`src/rtl/dmem_arbiter_if.sv`:
```
// Bus bundle between the CPU load/store port, the host loader port and the
// single-ported data memory.
interface dmem_arbiter_if #(
  parameter int AW = 8,
  parameter int DW = 8
);
  logic          cpu_req, cpu_we, cpu_ack, cpu_stall;
  logic [AW-1:0] cpu_addr;
  logic [DW-1:0] cpu_wdata, cpu_rdata;
  logic          host_req, host_we, host_lock, host_ack;
  logic [AW-1:0] host_addr;
  logic [DW-1:0] host_wdata, host_rdata;
  logic          mem_we;
  logic [AW-1:0] mem_addr;
  logic [DW-1:0] mem_wdata, mem_rdata;
  logic          busy, owner;

  modport slave (
    input  cpu_req, cpu_we, cpu_addr, cpu_wdata,
    input  host_req, host_we, host_lock, host_addr, host_wdata,
    input  mem_rdata,
    output cpu_ack, cpu_rdata, cpu_stall, host_ack, host_rdata,
    output mem_we, mem_addr, mem_wdata, busy, owner
  );

  modport master (
    output cpu_req, cpu_we, cpu_addr, cpu_wdata,
    output host_req, host_we, host_lock, host_addr, host_wdata,
    output mem_rdata,
    input  cpu_ack, cpu_rdata, cpu_stall, host_ack, host_rdata,
    input  mem_we, mem_addr, mem_wdata, busy, owner
  );
endinterface

```
`src/rtl/dmem_arbiter.sv`:
```
// Round-robin arbiter sharing one data memory between the CPU and a host port,
// with a bounded host burst lock. Each access is IDLE/ACK -> XFER -> ACK.
module dmem_arbiter #(
  parameter int AW        = 8,
  parameter int DW        = 8,
  parameter int MAX_BURST = 4
) (
  input logic           clk,
  input logic           reset_n,
  dmem_arbiter_if.slave bus
);
  typedef enum logic [1:0] {IDLE, XFER, ACK} state_t;

  localparam logic [3:0] MAXB = 4'(MAX_BURST);

  state_t        state, state_nxt;
  logic          owner_q, last_owner, lat_we;
  logic [AW-1:0] lat_addr;
  logic [DW-1:0] lat_wdata, cpu_rdata_q, host_rdata_q;
  logic [3:0]    burst_cnt;
  logic          cpu_ok, host_ok, lock, gnt_cpu, gnt_host;

  // A side is eligible in IDLE, or in ACK when the other side is being acked.
  // While the lock holds, the CPU is not granted even in the host's ACK cycle,
  // so the host wins again from IDLE.
  always_comb begin
    cpu_ok   = bus.cpu_req  & ((state == IDLE) | ((state == ACK) &  owner_q));
    host_ok  = bus.host_req & ((state == IDLE) | ((state == ACK) & ~owner_q));
    lock     = bus.host_lock & bus.host_req & (burst_cnt < MAXB);
    gnt_host = host_ok & (~cpu_ok | lock | ~last_owner);
    gnt_cpu  = cpu_ok & ~gnt_host & ~lock;
  end

  always_comb begin
    state_nxt = state;
    case (state)
      IDLE:    if (gnt_cpu | gnt_host) state_nxt = XFER;
      XFER:    state_nxt = ACK;
      ACK:     state_nxt = (gnt_cpu | gnt_host) ? XFER : IDLE;
      default: state_nxt = IDLE;
    endcase
  end

  always_ff @(posedge clk or negedge reset_n) begin
    if (!reset_n) state <= IDLE;
    else          state <= state_nxt;
  end

  always_ff @(posedge clk or negedge reset_n) begin
    if (!reset_n) begin
      owner_q      <= 1'b0;
      last_owner   <= 1'b1;
      lat_we       <= 1'b0;
      lat_addr     <= '0;
      lat_wdata    <= '0;
      cpu_rdata_q  <= '0;
      host_rdata_q <= '0;
      burst_cnt    <= '0;
    end else begin
      if (gnt_cpu | gnt_host) begin
        owner_q    <= gnt_host;
        last_owner <= gnt_host;
        lat_we     <= gnt_host ? bus.host_we    : bus.cpu_we;
        lat_addr   <= gnt_host ? bus.host_addr  : bus.cpu_addr;
        lat_wdata  <= gnt_host ? bus.host_wdata : bus.cpu_wdata;
        if (gnt_host && bus.host_lock)
          burst_cnt <= (burst_cnt < MAXB) ? burst_cnt + 4'd1 : burst_cnt;
        else
          burst_cnt <= '0;
      end
      if (state == XFER && !lat_we) begin
        if (owner_q) host_rdata_q <= bus.mem_rdata;
        else         cpu_rdata_q  <= bus.mem_rdata;
      end
    end
  end

  assign bus.mem_we     = (state == XFER) & lat_we;
  assign bus.mem_addr   = lat_addr;
  assign bus.mem_wdata  = lat_wdata;
  assign bus.cpu_ack    = (state == ACK) & ~owner_q;
  assign bus.host_ack   = (state == ACK) &  owner_q;
  assign bus.cpu_rdata  = cpu_rdata_q;
  assign bus.host_rdata = host_rdata_q;
  assign bus.cpu_stall  = bus.cpu_req & ~bus.cpu_ack;
  assign bus.busy       = (state != IDLE);
  assign bus.owner      = owner_q;
endmodule
```
`src/flat_wrapper.sv`:
```
// flat-port wrapper written by rule: the top's interface ports become plain ports
module dmem_arbiter_flat 
#(
  parameter int AW        = 8,
  parameter int DW        = 8,
  parameter int MAX_BURST = 4
)
  (clk, reset_n, bus_cpu_req, bus_cpu_we, bus_cpu_addr, bus_cpu_wdata, bus_host_req, bus_host_we, bus_host_lock, bus_host_addr, bus_host_wdata, bus_mem_rdata, bus_cpu_ack, bus_cpu_rdata, bus_cpu_stall, bus_host_ack, bus_host_rdata, bus_mem_we, bus_mem_addr, bus_mem_wdata, bus_busy, bus_owner);
  dmem_arbiter_if #(.AW(AW), .DW(DW)) bus_i ();
  input logic clk;
  input logic reset_n;
  input wire logic [$bits(bus_i.cpu_req)-1:0] bus_cpu_req;
  input wire logic [$bits(bus_i.cpu_we)-1:0] bus_cpu_we;
  input wire logic [$bits(bus_i.cpu_addr)-1:0] bus_cpu_addr;
  input wire logic [$bits(bus_i.cpu_wdata)-1:0] bus_cpu_wdata;
  input wire logic [$bits(bus_i.host_req)-1:0] bus_host_req;
  input wire logic [$bits(bus_i.host_we)-1:0] bus_host_we;
  input wire logic [$bits(bus_i.host_lock)-1:0] bus_host_lock;
  input wire logic [$bits(bus_i.host_addr)-1:0] bus_host_addr;
  input wire logic [$bits(bus_i.host_wdata)-1:0] bus_host_wdata;
  input wire logic [$bits(bus_i.mem_rdata)-1:0] bus_mem_rdata;
  output wire logic [$bits(bus_i.cpu_ack)-1:0] bus_cpu_ack;
  output wire logic [$bits(bus_i.cpu_rdata)-1:0] bus_cpu_rdata;
  output wire logic [$bits(bus_i.cpu_stall)-1:0] bus_cpu_stall;
  output wire logic [$bits(bus_i.host_ack)-1:0] bus_host_ack;
  output wire logic [$bits(bus_i.host_rdata)-1:0] bus_host_rdata;
  output wire logic [$bits(bus_i.mem_we)-1:0] bus_mem_we;
  output wire logic [$bits(bus_i.mem_addr)-1:0] bus_mem_addr;
  output wire logic [$bits(bus_i.mem_wdata)-1:0] bus_mem_wdata;
  output wire logic [$bits(bus_i.busy)-1:0] bus_busy;
  output wire logic [$bits(bus_i.owner)-1:0] bus_owner;
  assign bus_i.cpu_req = bus_cpu_req;
  assign bus_i.cpu_we = bus_cpu_we;
  assign bus_i.cpu_addr = bus_cpu_addr;
  assign bus_i.cpu_wdata = bus_cpu_wdata;
  assign bus_i.host_req = bus_host_req;
  assign bus_i.host_we = bus_host_we;
  assign bus_i.host_lock = bus_host_lock;
  assign bus_i.host_addr = bus_host_addr;
  assign bus_i.host_wdata = bus_host_wdata;
  assign bus_i.mem_rdata = bus_mem_rdata;
  assign bus_cpu_ack = bus_i.cpu_ack;
  assign bus_cpu_rdata = bus_i.cpu_rdata;
  assign bus_cpu_stall = bus_i.cpu_stall;
  assign bus_host_ack = bus_i.host_ack;
  assign bus_host_rdata = bus_i.host_rdata;
  assign bus_mem_we = bus_i.mem_we;
  assign bus_mem_addr = bus_i.mem_addr;
  assign bus_mem_wdata = bus_i.mem_wdata;
  assign bus_busy = bus_i.busy;
  assign bus_owner = bus_i.owner;
  dmem_arbiter #(.AW(AW), .DW(DW), .MAX_BURST(MAX_BURST)) u_core (.clk(clk), .reset_n(reset_n), .bus(bus_i));
endmodule
```
`config.mk`:
```
export PLATFORM = sky130hd
export DESIGN_NAME = dmem_arbiter_flat
export DESIGN_NICKNAME = d
export VERILOG_FILES = /design/src/rtl/dmem_arbiter_if.sv /design/src/rtl/dmem_arbiter.sv /design/src/flat_wrapper.sv
export SDC_FILE = /design/constraint.sdc
export NUM_CORES = 1
export LEC_CHECK = 0
export CAP_MARGIN = 20
export CORE_UTILIZATION = 41
export DETAILED_ROUTE_END_ITERATION = 6
export PLACE_DENSITY = 0.81
export SLEW_MARGIN = 30
export SYNTH_ARGS = -nofsm -noshare
export SYNTH_HDL_FRONTEND = slang
export SYNTH_SLANG_ARGS = --single-unit
```
`constraint.sdc`:
```
create_clock -name clk -period 2 [get_ports clk]
set_input_delay 0.2 -clock clk [delete_from_list [all_inputs] [get_ports clk]]
set_output_delay 0.2 -clock clk [all_outputs]
set_load 0.05 [all_outputs]
```
==> impl_results.md, run 1 <==
* Run status: complete, no violations
* Fraction of synthesis flops using an asynchronous set or reset pin at 100%
* Category of the worst setup path launch point: flop
* CP required at roughly 1800 ps
* Total cell area at the placement stage at about 2700 um2
* Synthesis-stage register bit count at 41
* TritonCTS clock tree: built
* Gr ovfl total at 0
* Power density relative to cell area at 1870 nW/um2
* Data arrival time of the worst path at 1690 ps
* Launch point of the worst path: u_core.bus.owner$_DFFE_PN0P_
* Minimum setup slack among reg-to-reg paths at 210 ps
* Grt met2 use at roughly a third
* Most used flip-flop cell after synthesis: sky130_fd_sc_hd__dfrtp_1
* Highest fanout seen on the critical path at 8
* Clock edge transition at the registers on the reported setup and hold paths at 80 ps
* Core outline area at slightly above 4000 um2
* Most common cell in the netlist: sky130_fd_sc_hd__dfrtp_1
* Reg2reg path depth at 5
* Filler Cells Inserted at 339
* Met1 GRT Util at 25.1%
* Worst path bufs/invs at 1
* Yosys top cell area share at 55.1%
* Deepest clock path buffer count at 2
* Die Area at 4700 um2
* Worst slew pin tran at 517 ps
* RSZ-0062 raised after global routing: no
* Placer's final routability congestion estimate at between 0.9 and 1
* Post-Route Hold Slack at 385 ps
* Layout Nets at ~280
* Total CTS buffers at 5
* Yosys top cell by area: sky130_fd_sc_hd__dfrtp_1
* Wire length reported by the detailed router at 4280 um
* Total vias in the final route at 1,543
* Largest voltage drop on the vdd net at just over 0.0009 V
* Post-layout min period at between 1500 and 2000 ps
* Final worst-path cycle share at a little over nine tenths
* CP peak stage delay at 870 ps
* Reported max-cap violation count at 0
* Count of mapped cells out of synthesis at 141
* Cell family with most CP delay: buffers and inverters
* Multi-input gate area at 731 um2
* Number of post-CTS setup repair buffers at 0
* Vertical die dimension at 68.5 um
* Total count of max-transition violations in the final report at 0
* Worst slew margin relative to its limit at 65.4%
* Half-perimeter wire length after placement at 3290 um
* Met3 global-route usage at 5.59%
* Diodes inserted at 0
* Detailed Route Iter0 Violations at 62
* Total power draw at 5.38 mW
* Initial standard-cell utilization of the core at 44.1%
* Residual DRC at 0
* Number of detailed-routing iterations run before antenna repair at 4
* Startpoint of the worst register-to-register path: u_core.bus.owner$_DFFE_PN0P_
* Netlist area before placement at 1820 um2
* Gr usage total at roughly a fifth
* Net count of the mapped netlist at between 150 and 200
* Die span in x at 68.5 um
* Count of non-filler cells in the finished layout at 284
* Global-route wire length before repair at 6780 um
* Synth area leaders: sky130_fd_sc_hd__dfrtp_1, sky130_fd_sc_hd__mux2_1, sky130_fd_sc_hd__a221o_1
* Yosys warning count at 0
* Vias per inst at 5.43
* Number of global-route vias before repair at 1,490
* Routed wire per std cell at 15.1 um
* Worst clock skew at 7.12 ps
* Share of synthesized area occupied by flip-flops and latches at 56.6%
* Nature of the critical path endpoint: output port
* Routing layer with the top usage in global route: met2
* Dpl cells at 275
* Max stage delay cell, worst path: sky130_fd_sc_hd__clkdlybuf4s50_1
* Commonest cells in the synthesized netlist: sky130_fd_sc_hd__dfrtp_1, sky130_fd_sc_hd__a221o_1, sky130_fd_sc_hd__and3_1
* Core Rows at 23
* Finish-stage setup viols at 0
* Ratio of cells with drive above 1 in the final layout at 12.0%
* Worst skew pair latency at 290 ps
* Leak Pwr at 1.27 nW
* CTS root buffer: sky130_fd_sc_hd__clkbuf_8
* H-tree level count at 2
* Register area at 1030 um2
* Initial antenna violation count at 0
* CP Class: reg -> out
* Buffers on Ports at 84
* Antenna-violating nets left at 0
* Class of the tightest hold or removal check: in -> async
* Max Fclk at 529 MHz
* Count of distinct cell types in the synthesized netlist at 35
* Count of flip-flops with a built-in enable after synthesis at 0
* Count of pins on the block boundary at 85
* Mean instance size in the synthesized netlist at 12.9 um2
* Sinks on Clock Net at 41
* Post-synthesis to final-layout area growth at 58.1%
* Final hold viol count at 0
* Maximum number of pins on one net before global-route repair at 22
* Cells along the critical path: clkdlybuf4s50_1
* Capture instance of the worst register-to-register path: u_core.bus.mem_addr[5]$_DFFE_PN0P_
* Fin area at around 2900 um2
layout make-up:
class	instances	share of cell area, %
multi-input combinational	89	25.5
sequential	41	35.8
timing repair buffer	93	32.2
inverter	3	0.392
clock buffer	5	2.40
clock inverter	3	1.61
tap	50	2.18
how the worst max path moves through the flow:
stage,endpoint,cells after the start
6_report,bus_owner,1
5_1_grt,bus_owner,1
4_1_cts,bus_busy,2
3_5_place_dp,u_core.bus.mem_addr[4]$_DFFE_PN0P_,5
3_3_place_gp,u_core.bus.mem_addr[7]$_DFFE_PN0P_,5
2_1_floorplan,bus_cpu_stall,3
state kept, by name, summed over array words and instances (netlist names):
name / flops
u_core.burst_cnt: 4
u_core.bus.cpu_rdata: 8
u_core.bus.host_rdata: 8
u_core.bus.mem_addr: 8
u_core.bus.mem_wdata: 8
u_core.bus.owner: 1
u_core.last_owner: 1
u_core.lat_we: 1
u_core.state: 2
stage by stage:
step | utilization, % | setup TNS [ps] | worst slack [ps]
after detailed placement | 66.6 | -2950 | -193
after floorplan | - | 0 | 63.4
final | 69.7 | 0 | 109
after global routing | 69.7 | 0 | 46.7
after CTS | 69.7 | 0 | 25.8
after global placement | 66.6 | -1410 | -83.7
report_power, final:
group          switching [mW]  total (mW)  internal [mW]
logic                    1.97        3.20           1.24
clock network           0.288       0.661          0.373
registers               0.276        1.51           1.24
total                    2.53        5.38           2.85
layout by cell type, fill, tap and decap left out, types with 2 or more instances in the layout:
cell type	count
sky130_fd_sc_hd__nand2b_1	2
sky130_fd_sc_hd__inv_1	2
sky130_fd_sc_hd__nor2_1	5
sky130_fd_sc_hd__mux2_1	16
sky130_fd_sc_hd__nand2_1	3
sky130_fd_sc_hd__a221o_1	17
sky130_fd_sc_hd__a21oi_1	3
sky130_fd_sc_hd__o21ai_0	2
sky130_fd_sc_hd__buf_12	2
sky130_fd_sc_hd__clkbuf_8	5
sky130_fd_sc_hd__nor2b_1	2
sky130_fd_sc_hd__nor3_1	2
sky130_fd_sc_hd__clkdlybuf4s50_1	78
sky130_fd_sc_hd__buf_4	10
sky130_fd_sc_hd__dfrtp_1	40
sky130_fd_sc_hd__o2bb2ai_1	2
sky130_fd_sc_hd__and3_1	17
cells by family (layout without fill, tap and decap cells):
| group | count (synthesis) | in the layout | synth area share [%] |
|---|---|---|---|
| flip-flops | 41 | 41 | 56.6 |
| AO/OA/AOI/OAI | 30 | 30 | 14.5 |
| AND/OR/NAND/NOR | 41 | 41 | 14.4 |
| adder cells (fa/ha/maj) | 1 | 1 | 0.689 |
| multiplexers | 17 | 17 | 10.5 |
| buffers and inverters | 11 | 104 | 3.38 |
layer usage:
| metal | wire length, um | vias up |
|---|---|---|
| met2 | 2020 | 78 |
| met4 | 60 | 0 |
| li1 | - | 726 |
| met1 | 1860 | 730 |
| met5 | 0 | - |
| met3 | 345 | 9 |
timing repair:
item                                    4_1_cts  5_1_grt
hold buffers                                  1        0
endpoints found under the setup margin        0       18
resized for setup                             0        2
endpoints found under the hold margin        19        0
No activity file was read; power rests on OpenSTA's default activity.
==> inputs of run 2 (changes only) <==
--- a/config.mk
+++ b/config.mk
@@ -6,9 +6,9 @@
 export NUM_CORES = 1
 export LEC_CHECK = 0
 export CAP_MARGIN = 20
-export CORE_UTILIZATION = 41
+export CORE_UTILIZATION = 44
 export DETAILED_ROUTE_END_ITERATION = 6
-export PLACE_DENSITY = 0.81
+export PLACE_DENSITY = 0.86
 export SLEW_MARGIN = 30
 export SYNTH_ARGS = -nofsm -noshare
 export SYNTH_HDL_FRONTEND = slang
==> constraint.sdc (replaced) <==
create_clock -name clk -period 2.3 [get_ports clk]
set_input_delay 0.23 -clock clk [delete_from_list [all_inputs] [get_ports clk]]
set_output_delay 0.23 -clock clk [all_outputs]
set_load 0.05 [all_outputs]
==> run 2 against run 1 <==
  * Critical path depth rose by 1
  * Non-clock buffer count fell by 4
  * Clock skew rose by 3.0 ps
  * Largest cell class unchanged
  * Routed wire length rose by 9.2%
==> impl_results.md, run 2 (same netlist as run 1, synthesis figures left out) <==
* Placer's final routability congestion estimate at 0.829 (-11%)
* Highest fanout seen on the critical path at 10 (+2)
* Deepest clock path buffer count at 2 (unchanged)
* Residual DRC at 0 (unchanged)
* Global-route wire length before repair at 7940 um (+17%)
* Run status: complete, no violations
* Vertical die dimension at 66.2 um (-3.4%)
* Final hold viol count at 0 (unchanged)
* RSZ-0062 raised after global routing: no
* Half-perimeter wire length after placement at 3440 um (+4.7%)
* Nature of the critical path endpoint: output port
* CP Class: reg -> out
* Category of the worst setup path launch point: flop
* Diodes inserted at 0 (unchanged)
* Most frequent standard cell in the layout excluding fill and tap cells: sky130_fd_sc_hd__clkdlybuf4s50_1
* Ratio of cells with drive above 1 in the final layout at 7.83% (-4.1 points)
* Finish-stage setup viols at 0 (unchanged)
* Number of global-route vias before repair at 1,694 (+14%)
* Worst clock skew at 10.2 ps (+3.04 ps)
* Gr usage total at 24.5% (+4.3 points)
* Total vias in the final route at 1,609 (+4.3%)
* Reported max-cap violation count at 0 (unchanged)
* Die span in x at 66.2 um (-3.4%)
* Largest voltage drop on the vdd net at 0.00125 V (+35%)
* Class of the tightest hold or removal check: in -> async
* Wire length reported by the detailed router at 4680 um (+9.2%)
* Sinks on Clock Net at 41 (unchanged)
* Total count of max-transition violations in the final report at 0 (unchanged)
* Die Area at 4390 um2 (-6.6%)
* Total CTS buffers at 5 (unchanged)
* Switching share of total power at 47.4% (+0.36 points)
* Post-synthesis to final-layout area growth at 55.3%
* Post-layout min period at between 2000 and 2500 ps
* Clock network fraction of total power at 12.7% (+0.4 points)
* Initial standard-cell utilization of the core at 47.8% (+3.7 points)
* Core Rows at 22 (-4.3%)
* TritonCTS clock tree: built
* Clock edge transition at the registers on the reported setup and hold paths at 80 ps (about the same)
* Commonest cells after routing, fill and taps aside: sky130_fd_sc_hd__clkdlybuf4s50_1, sky130_fd_sc_hd__dfrtp_1, sky130_fd_sc_hd__and3_1, sky130_fd_sc_hd__a221o_1, sky130_fd_sc_hd__mux2_1
* Maximum number of pins on one net before global-route repair at 42 (+91%)
* Post-Route Hold Slack at 442 ps (+56.8 ps)
* Count of pins on the block boundary at 85 (unchanged)
* Core outline area at 3800 um2 (-7.7%)
* Antenna-violating nets left at 0 (unchanged)
* Worst slew margin relative to its limit at 58.6% (-6.9 points)
* Final worst-path cycle share at between 80% and 90%
* Buffers on Ports at 84 (unchanged)
* Max Fclk at 488 MHz
* Final setup margin at 253 ps (+144 ps)
* Number of detailed-routing iterations run before antenna repair at 5 (+1)
* Number of post-CTS setup repair buffers at 0 (unchanged)
* Worst skew pair latency at 300 ps (about the same)
* Part of the power in registers at 28.7% (+0.6 points)
* Initial antenna violation count at 0 (unchanged)
* Worst setup slack before clock tree synthesis at 39.1 ps (+232 ps)
* Detailed Route Iter0 Violations at 59 (-4.8%)
* Layout Nets at 277 (-1.4%)
* CP required at 2070 ps (+270 ps)
* H-tree level count at 2 (unchanged)
* CTS root buffer: sky130_fd_sc_hd__clkbuf_8
* Gr ovfl total at 0 (unchanged)
* Internal power component at 2.46 mW (-14%)
* Power density relative to cell area at 1660 nW/um2 (-11%)
* Routed wire per std cell at 16.8 um (+12%)
* Worst slew pin tran at 622 ps (+105 ps)
* Leak Pwr at 1.26 nW (-1.1%)
* Reg2reg path depth at 4 (-1)
* Net switching component of the power at 2.22 mW (-12%)
* Vias per inst at 5.79 (+6.5%)
* Setup TNS at 0 ps (unchanged)
* Combinational share of power at 58.6% (-1.0 points)
* Data arrival time of the worst path at 1820 ps (+130 ps)
## run 2: final timing paths
check,startpoint,slack (ps),to
max in group asynchronous,reset_n,1500,u_core.last_owner$_DFFE_PN1P_
min in group clk,u_core.bus.cpu_rdata[1]$_DFFE_PN0P_,490,u_core.bus.cpu_rdata[1]$_DFFE_PN0P_
setup / recovery,u_core.state[0]$_DFFE_PN0P_,250,bus_busy
hold / removal,reset_n,440,u_core.bus.mem_wdata[5]$_DFFE_PN0P_
hold reg to reg,u_core.bus.cpu_rdata[1]$_DFFE_PN0P_,490,u_core.bus.cpu_rdata[1]$_DFFE_PN0P_
setup reg to reg,u_core.burst_cnt[2]$_DFFE_PN0P_,330,u_core.bus.mem_addr[6]$_DFFE_PN0P_
## run 2: power by group through the flow
stage          logic (mW)  registers [mW]  clock network (mW)
2_1_floorplan       0.840            2.33                   0
3_3_place_gp         2.70            1.32                   0
3_5_place_dp         2.76            1.34                   0
4_1_cts              2.76            1.34               0.604
5_1_grt              2.89            1.39               0.642
6_report             2.75            1.34               0.595
## run 2: what timing repair did
item | CTS | global route
hold buffers | 0 | 1
hold endpoints to repair | 0 | 40
gates resized for setup | 1 | 1
endpoints found under the setup margin | 1 | 1
## run 2: per-stage QoR
| step | cells | instance area (um2) | power (mW) | utilization [%] |
|---|---|---|---|---|
| after floorplan | 141 | 1820 | 3.17 | - |
| after global placement | 269 | 2690 | 4.02 | 70.8 |
| after detailed placement | 269 | 2690 | 4.10 | 70.8 |
| after CTS | 277 | 2800 | 4.70 | 73.8 |
| after global routing | 278 | 2820 | 4.92 | 74.2 |
| final | 278 | 2820 | 4.68 | 74.2 |
## run 2: area by class of cell
type | instances | area (um2)
multi-input combinational | 89 | 727
fill | 239 | 980
inverter | 3 | 11.3
timing repair buffer | 89 | 877
tap | 48 | 60.1
clock buffer | 7 | 86.3
sequential | 41 | 1030
clock inverter | 1 | 30.0
## run 2: per-layer routing
layer  vias to the layer above  share of wire [%]  global-route usage (%)
met5                         -                  0                       0
met1                       779                 38                    28.0
met4                         0                1.8                    10.4
met3                        11                8.3                    6.72
li1                        714                  -                       -
met2                       105                 52                    42.6
## run 2: critical path, stage by stage (launching register included)
cell and delay [ps]:
sky130_fd_sc_hd__dfrtp_1 490, sky130_fd_sc_hd__or2_2 330, sky130_fd_sc_hd__clkdlybuf4s50_1 700
==> inputs of run 3 (changes only) <==
--- a/config.mk
+++ b/config.mk
@@ -8,7 +8,7 @@
 export CAP_MARGIN = 20
 export CORE_UTILIZATION = 44
 export DETAILED_ROUTE_END_ITERATION = 6
-export PLACE_DENSITY = 0.86
+export PLACE_DENSITY = 0.81
 export SLEW_MARGIN = 30
 export SYNTH_ARGS = -nofsm -noshare
 export SYNTH_HDL_FRONTEND = slang
==> run 3 against run 2 <==
  * Clock power shrank 7.6%
  * Utilization shrank 0.30 points
  * Clock skew shrank 4.7 ps
  * Die area is the same
  * Highest routed layer unchanged
  * Largest cell class unchanged
  * Final area shrank 0.40%
  * First-iteration DRC count shrank 10%
==> impl_results.md, run 3 (same netlist as run 1, synthesis figures left out) <==
* Max Fclk at 466 MHz (-4.5%)
* Nature of the critical path endpoint: output port
* Final worst-path cycle share at 93.2% (+4.2 points)
* Startpoint of the worst register-to-register path: u_core.burst_cnt[2]$_DFFE_PN0P_
* Number of detailed-routing iterations run before antenna repair at 4 (-1)
* Layout Nets at 277 (unchanged)
* CP Class: reg -> out
* Final hold viol count at 0 (unchanged)
* Count of pins on the block boundary at 85 (unchanged)
* Worst skew pair latency at 290 ps (about the same)
* Die span in x at 66.2 um (unchanged)
* Ratio of cells with drive above 1 in the final layout at 7.86% (+0.034 points)
* Max stage delay cell, worst path: sky130_fd_sc_hd__clkdlybuf4s50_1
* Launch point of the worst path: u_core.bus.owner$_DFFE_PN0P_
* Maximum number of pins on one net before global-route repair at 42 (unchanged)
* Buffers on Ports at 84 (unchanged)
* Gr usage total at 21.7% (-2.8 points)
* Number of global-route vias before repair at 1,526 (-9.9%)
* Setup TNS at 0 ps (unchanged)
* CP peak stage delay at 820 ps (+120 ps)
* Minimum setup slack among reg-to-reg paths at 310 ps (-20 ps)
* Initial standard-cell utilization of the core at 47.8% (unchanged)
* Diodes inserted at 0 (unchanged)
* Category of the worst setup path launch point: flop
* Detailed Route Iter0 Violations at 53 (-10%)
* Largest voltage drop on the vdd net at 0.000935 V (-25%)
* Worst clock skew at 5.49 ps (-4.67 ps)
* Total cell area at the placement stage at 2690 um2 (unchanged)
* Highest fanout seen on the critical path at 8 (-2)
* Total count of max-transition violations in the final report at 0 (unchanged)
* Reported max-cap violation count at 0 (unchanged)
* Worst slew margin relative to its limit at 57.9% (-0.61 points)
* CP required at 2070 ps (about the same)
* Total vias in the final route at 1,542 (-4.2%)
* Core outline area at 3800 um2 (unchanged)
* Routed wire per std cell at 15.9 um (-5.2%)
* Register area at 1030 um2 (unchanged)
* Post-synthesis to final-layout area growth at 54.7%
* Vertical die dimension at 66.2 um (unchanged)
* Total CTS buffers at 5 (unchanged)
* Sinks on Clock Net at 41 (unchanged)
* Placer's final routability congestion estimate at 0.877 (+5.9%)
* Fin area at 2810 um2 (-0.40%)
* Filler Cells Inserted at 251 (+5.0%)
* Power density relative to cell area at 1640 nW/um2 (-1.2%)
* Initial antenna violation count at 0 (unchanged)
* Leak Pwr at 1.25 nW (-0.74%)
* Post-layout min period at 2140 ps (+96.8 ps)
* Run status: complete, no violations
* Global-route wire length before repair at 7120 um (-10%)
* Residual DRC at 0 (unchanged)
* Die Area at 4390 um2 (unchanged)
* Gr ovfl total at 0 (unchanged)
* Vias per inst at 5.57 (-3.8%)
* Most frequent standard cell in the layout excluding fill and tap cells: sky130_fd_sc_hd__clkdlybuf4s50_1
* Wire length reported by the detailed router at 4420 um (-5.6%)
* RSZ-0062 raised after global routing: no
* Data arrival time of the worst path at 1910 ps (+90 ps)
* Core Rows at 22 (unchanged)
* Deepest clock path buffer count at 2 (unchanged)
* Finish-stage setup viols at 0 (unchanged)
* Antenna-violating nets left at 0 (unchanged)
* Worst slew pin tran at 631 ps (+9.17 ps)
* Class of the tightest hold or removal check: in -> async
* Number of post-CTS setup repair buffers at 0 (unchanged)
* H-tree level count at 2 (unchanged)
* Commonest cells after routing, fill and taps aside: sky130_fd_sc_hd__clkdlybuf4s50_1, sky130_fd_sc_hd__dfrtp_1, sky130_fd_sc_hd__and3_1, sky130_fd_sc_hd__a221o_1, sky130_fd_sc_hd__mux2_1
* Half-perimeter wire length after placement at 3260 um (-5.4%)
* CTS root buffer: sky130_fd_sc_hd__clkbuf_8
* Clock edge transition at the registers on the reported setup and hold paths at 80 ps (about the same)
* Multi-input gate area at 727 um2 (unchanged)
* Cells along the critical path: nand2b_1, nor2_1, clkdlybuf4s50_1
* TritonCTS clock tree: built
==> run 3: cell count changes in the layout (fill, tap and decap cells not counted), sizes merged <==
cell           previous run  this run
dlygate4sd2               1         0
clkinv                    0         1
clkdlybuf4s50            80        81
clkbuf                    7         5
==> run 3: power breakdown <==
| part | total [mW] | internal (mW) | switching (mW) |
|---|---|---|---|
| clock network | 0.550 | 0.315 | 0.235 |
| logic | 2.73 | 1.03 | 1.69 |
| registers | 1.33 | 1.08 | 0.256 |
==> run 3: final timing paths <==
kind,to,depth (start not counted)
max in group asynchronous,u_core.last_owner$_DFFE_PN1P_,2
worst max-delay path,bus_cpu_ack,3
worst max register to register,u_core.bus.mem_addr[4]$_DFFE_PN0P_,4
worst min register to register,u_core.bus.cpu_rdata[3]$_DFFE_PN0P_,1
worst min-delay path,u_core.bus.host_rdata[3]$_DFFE_PN0P_,2
min in group clk,u_core.bus.cpu_rdata[3]$_DFFE_PN0P_,1
==> run 3: area by class of cell <==
class | instances | share of cell area, %
inverters | 3 | 0.401
repair buffers | 89 | 31.3
well taps | 48 | 2.14
flip-flops and latches | 41 | 36.6
clock inverters | 2 | 1.25
multi-input cells | 89 | 25.9
clock buffers | 5 | 2.45
==> run 3: through the flow <==
| stage | total power, mW | std cells | setup WS, ps | utilization (%) | hold WS (ps) |
|---|---|---|---|---|---|
| floorplan | 3.17 | 141 | 77.3 | - | -65.6 |
| global placement | 4.02 | 269 | 200 | 70.8 | 377 |
| detailed placement | 4.08 | 269 | 50.5 | 70.8 | 402 |
| CTS | 4.64 | 276 | 9.37 | 73.5 | 85.0 |
| global route | 4.83 | 277 | 40.7 | 73.9 | 501 |
| finish | 4.61 | 277 | 156 | 73.9 | 461 |
==> run 3: what timing repair did <==
item / 4_1_cts / 5_1_grt
hold buffers: 0 / 1
setup endpoints to repair: 0 / 1
resized for setup: 0 / 1
hold endpoints to repair: 0 / 40
==> run 3: worst max-delay path: cells and delay by family, from the launching register on <==
kind                   cells  cell delay, ps
buffers and inverters      1             820
flip-flops                 1             470
AND/OR/NAND/NOR            2             330
==> run 3: routing by layer <==
layer  vias up  GRT usage (%)  share of wire, %
met5         -              0                 0
met4         0           8.78               1.9
met3         7           6.03               7.8
met2        75           37.2                49
met1       749           25.4                42
li1        711              -                 -
